==> src/rtl/regfile_sb.sv <==
// Integer register file with two registered read ports, one write port and a
// write-pending scoreboard so decode can stall on RAW/WAW hazards.
module regfile_sb #(
    parameter int XLEN   = 32,
    parameter int NREGS  = 32,
    parameter bit BYPASS = 1'b1,
    localparam int AW    = $clog2(NREGS)
) (
    input  logic                   clk,
    input  logic                   rst_n,
    input  logic                   hold,
    input  logic [AW-1:0]          rs1,
    input  logic [AW-1:0]          rs2,
    output logic signed [XLEN-1:0] r1,
    output logic signed [XLEN-1:0] r2,
    output logic                   r1_busy,
    output logic                   r2_busy,
    input  logic                   we,
    input  logic [AW-1:0]          wa,
    input  logic signed [XLEN-1:0] wd,
    input  logic                   alloc_en,
    input  logic [AW-1:0]          alloc_rd,
    output logic                   alloc_ok,
    input  logic                   flush,
    output logic [AW:0]            busy_cnt
);

    logic signed [XLEN-1:0] regs [NREGS];
    logic [NREGS-1:0]       busy;
    logic [NREGS-1:0]       busy_next;
    logic [AW:0]            cnt_next;
    logic signed [XLEN-1:0] rd1_next;
    logic signed [XLEN-1:0] rd2_next;
    logic                   rb1_next;
    logic                   rb2_next;

    // A new producer issued on the same edge as an older writeback owns the register.
    always_comb begin
        busy_next = busy;
        for (int i = 1; i < NREGS; i++) begin
            if (flush)
                busy_next[i] = 1'b0;
            else if (alloc_en && alloc_rd == AW'(i))
                busy_next[i] = 1'b1;
            else if (we && wa == AW'(i))
                busy_next[i] = 1'b0;
        end
        busy_next[0] = 1'b0;
    end

    always_comb begin
        cnt_next = '0;
        for (int i = 0; i < NREGS; i++)
            cnt_next = cnt_next + (AW+1)'(busy_next[i]);
    end

    assign alloc_ok = (alloc_rd == '0) || !busy[alloc_rd];

    always_comb begin
        rd1_next = regs[rs1];
        rd2_next = regs[rs2];
        rb1_next = busy[rs1];
        rb2_next = busy[rs2];
        if (BYPASS) begin
            if (we && wa == rs1 && rs1 != '0)
                rd1_next = wd;
            if (we && wa == rs2 && rs2 != '0)
                rd2_next = wd;
            rb1_next = busy_next[rs1];
            rb2_next = busy_next[rs2];
        end
    end

    // Entry 0 is never written, so it reads as zero from reset onwards.
    always_ff @(posedge clk or negedge rst_n) begin
        if (!rst_n) begin
            for (int i = 0; i < NREGS; i++)
                regs[i] <= '0;
        end else if (we && wa != '0) begin
            regs[wa] <= wd;
        end
    end

    always_ff @(posedge clk or negedge rst_n) begin
        if (!rst_n) begin
            busy     <= '0;
            busy_cnt <= '0;
        end else begin
            busy     <= busy_next;
            busy_cnt <= cnt_next;
        end
    end

    always_ff @(posedge clk or negedge rst_n) begin
        if (!rst_n) begin
            r1      <= '0;
            r2      <= '0;
            r1_busy <= 1'b0;
            r2_busy <= 1'b0;
        end else if (!hold) begin
            r1      <= rd1_next;
            r2      <= rd2_next;
            r1_busy <= rb1_next;
            r2_busy <= rb2_next;
        end
    end

endmodule

==> config.mk <==
export PLATFORM = sky130hd
export DESIGN_NAME = regfile_sb
export DESIGN_NICKNAME = d
export VERILOG_FILES = /design/src/rtl/regfile_sb.sv
export SDC_FILE = /design/constraint.sdc
export NUM_CORES = 2
export LEC_CHECK = 0
export ABC_AREA = 0
export BUFFER_PORTS_ARGS = -buffer_cell sky130_fd_sc_hd__buf_2
export CAP_MARGIN = 40
export CELL_PAD_IN_SITES_DETAIL_PLACEMENT = 0
export CELL_PAD_IN_SITES_GLOBAL_PLACEMENT = 1
export CORE_UTILIZATION = 40
export DETAILED_ROUTE_END_ITERATION = 10
export PLACE_DENSITY = 0.6
export SLEW_MARGIN = 20
export SYNTH_ARGS = -nofsm -noshare
export SYNTH_HDL_FRONTEND = slang
export SYNTH_SLANG_ARGS = --single-unit
==> constraint.sdc <==
create_clock -name clk -period 15.3 [get_ports clk]
set_input_delay 3.06 -clock clk [delete_from_list [all_inputs] [get_ports clk]]
set_output_delay 3.06 -clock clk [all_outputs]
set_load 0.005 [all_outputs]
==> metrics.md <==
| Metric | Value |
|---|---|
| Cell mode on critical path | fa_1 |
| First-pass GRT wire length | 285.5 mm |
| CTS resizes | 0 |
| Area Overhead vs Synth | 13.37% |
| CP max stage delay | 0.63 ns |
| Crit path capture type | flop |
| Leak | 29.77 nW |
| Top cell type's share of synthesized area | 0.4677 |
| Synth cell types | 73 |
| CTS tree | yes |
| Final min period | 8.564 ns |
| CTS H-Tree Depth | 4 |
| Design Power | 9.060 mW |
| Most common cell after layout, fill and taps aside | dfrtp_1 |
| Worst EP arrival | 9.24 ns |
| Skew final | 0.02620 ns |
| Fin. Hold Viols | 0 |
| Status | finished with violations |
| Syn Inst Count | 4279 |
| Worst slew pin tran | 0.9681 ns |
| Synthesized cell area | 60300 um^2 |
| Layout cells sized above 1 | 0.4627 |
| Routed wire length | 190.5 mm |
| Starting Density | 0.4026 |
| Fin. max-slew vios | 0 |
| DRC viols | 1 |
| Unrepaired setup endpoints after global routing | no |
| Final global-route overflow total | 0 |
| DP Wirelength | 110.5 mm |
| Clock transition at path regs | 0.06 ns |
| Detailed-route via count | 38310 |
| Startpoint type of the worst setup path | primary input |
| Yosys synthesis warning count | 0 |
| Worst hold slack | 0.3948 ns |
| Final setup viols | 0 |
| Port bufs | 130 |
| Register area | 28200 um^2 |
| Layout Nets | 4299 |
| Final instance area | 68360 um^2 |
| Most used DFF post-synth | dfrtp_1 |
| Largest net degree at the start of global routing | 147 |
| Final period util | 0.5598 |
| CTS buffer count | 136 |
| Die width | 390.3 um |
| Cell Area, Placed | 63530 um^2 |
| Root buffer cell | clkbuf_16 |
| Area taken by multi-input logic gates | 30240 um^2 |
| Hold_buf cts | 0 |
| Worst skew pair latency | 0.78 ns |
| Critical path's slowest cell | nor2b_1 |
| Violated checks | DRC |
| Post-synthesis net count | 4367 |
| Vias in the first global route | 40210 |
| Rel. slew slack | 0.3546 |
| Number of fill cells | 13260 |
| Wirelength per Cell | 30.07 um |
| Total clock sinks | 1127 |
| Core box area | 149800 um^2 |
| Setup CP Type | primary input to flop |
| Synth area leaders | dfrtp_1, mux4_2, mux2_2 |
| Hold WC Path Type | flop to flop |
| Syn Area/Cell | 14.09 um^2 |
| Clock tree buffer depth | 3 |
| Post-synthesis sequential area ratio | 0.4677 |
| Yosys top cell by area | dfrtp_1 |
| Die Span Y | 390.3 um |
| Cell Rows | 142 |
| Initial antenna violation count | 2 |
| Maxcap violations | 0 |
| Total Routing Usage GR | 0.2568 |
| Initial DRC Count | 3206 |
| Crit-path cells | buf_2 > nor2b_1 > nand2_2 > buf_4 > a32oi_1 > fa_1 > fa_1 > inv_1 > fa_1 > inv_1 > fa_1 > fa_1 > inv_1 > fa_1 > inv_1 > fa_1 > inv_1 > fa_1 > a21o_1 > a21oi_1 > xnor2_1 |
| CP Max Fanout | 33 |
| Power Density | 132.5 nW/um^2 |
| Most frequent cells in the layout | dfrtp_1, mux2_2, nand2_1 |
| Vias per std cell | 6.047 |
| Drt first pass iters | 9 |
| Gpl congestion | 0.8861 |
| Async set or reset register ratio after synthesis | 1.000 |
| Critical Path RT | 15.98 ns |
| Max IR drop VDD | 0.0001026 V |
| Post-CTS setup buffers | 0 |
| Post-synth EDFFs | 0 |
| Setup TNS | 0 ns |
| ANT nets after route | 0 |
| Synth Register Bits | 1127 |
| Top achievable clock speed | 116.8 MHz |
| IO Pins | 131 |
| Die area | 152300 um^2 |
-- registers in the layout, summed over array words and instances (netlist names) --
signal / flops
r1_busy: 1
r2_busy: 1
r1: 32
busy: 31
r2: 32
busy_cnt: 6
regs: 1024
-- kinds of logic (layout without fill, tap and decap cells) --
kind of cell    count (synthesis)  count (layout)  share of synthesized area
compound gates                276             276                    0.02737
xor+xnor                       12              12                   0.001743
fa+ha+maj                      30              30                   0.009089
buf+inv                       509             548                    0.03484
flops                        1127            1127                     0.4677
mux                          1519            1519                     0.4045
other cells                     0               1                          0
simple gates                  806             806                    0.05468
-- stage by stage --
stage                     worst slack [ns]    util  cells
after global placement               5.396  0.4173   6039
final                                6.736  0.4564   6335
after detailed placement             5.678  0.4242   6082
after floorplan                      6.899       -   4279
after CTS                            6.479  0.4554   6327
after global routing                 6.519  0.4564   6335
-- per-layer routing --
layer,share of wire,track usage
met5,0,0
met4,0.024,0.07030
met1,0.45,0.3674
met2,0.48,0.4052
met3,0.055,0.04315
-- power by group --
group | internal, mW | leakage, nW | total, mW | switching, mW
clock network | 2.07 | 2.29 | 3.40 | 1.33
registers | 3.54 | 14.5 | 3.91 | 0.377
logic | 1.05 | 12.9 | 1.74 | 0.689
total | 6.66 | 29.8 | 9.06 | 2.40
-- worst paths after layout --
kind	start	end	slack [ns]	cells past startpoint
max reg2reg	busy[12]	busy_cnt[4]	10.02	17
max in group asynchronous	rst_n	regs[880]	10.33	5
max	wa[4]	busy_cnt[4]	6.74	21
min in group asynchronous	rst_n	r1_busy	2.31	1
min	regs[1001]	regs[1001]	0.39	0
min reg2reg	regs[1001]	regs[1001]	0.39	0
-- area by class of cell --
cell class / count / share of cell area
Multi-Input combinational cell: 2643 / 0.4424
Timing Repair Buffer: 252 / 0.03677
Tap cell: 2016 / 0.03690
Clock inverter: 44 / 0.009298
Inverter: 51 / 0.002874
Clock buffer: 201 / 0.05919
Antenna cell: 1 / 0.00003661
Sequential cell: 1127 / 0.4126
-- worst max-delay path: cells and delay by family --
family	cells	cell delay (ns)
AO/OA/AOI/OAI	3	0.81
buffers and inverters	7	0.93
AND/OR/NAND/NOR	2	0.73
adder cells (fa/ha/maj)	8	3.51
XOR/XNOR	1	0.14
-- cells in the mapped netlist (all sizes together) (6+ instances only) --
| cell type | number |
|---|---|
| a211oi | 7 |
| o21ai | 83 |
| mux4 | 651 |
| ha | 7 |
| buf | 140 |
| fa | 23 |
| xnor2 | 9 |
| o211ai | 8 |
| nand2 | 665 |
| nand3 | 11 |
| clkbuf | 318 |
| nor3 | 7 |
| nor2 | 63 |
| mux2i | 35 |
| a21oi | 117 |
| inv | 51 |
| a32oi | 8 |
| dfrtp | 1127 |
| nor2b | 10 |
| or2 | 6 |
| nand2b | 7 |
| mux2 | 833 |
No activity file was read; power rests on OpenSTA's default activity.
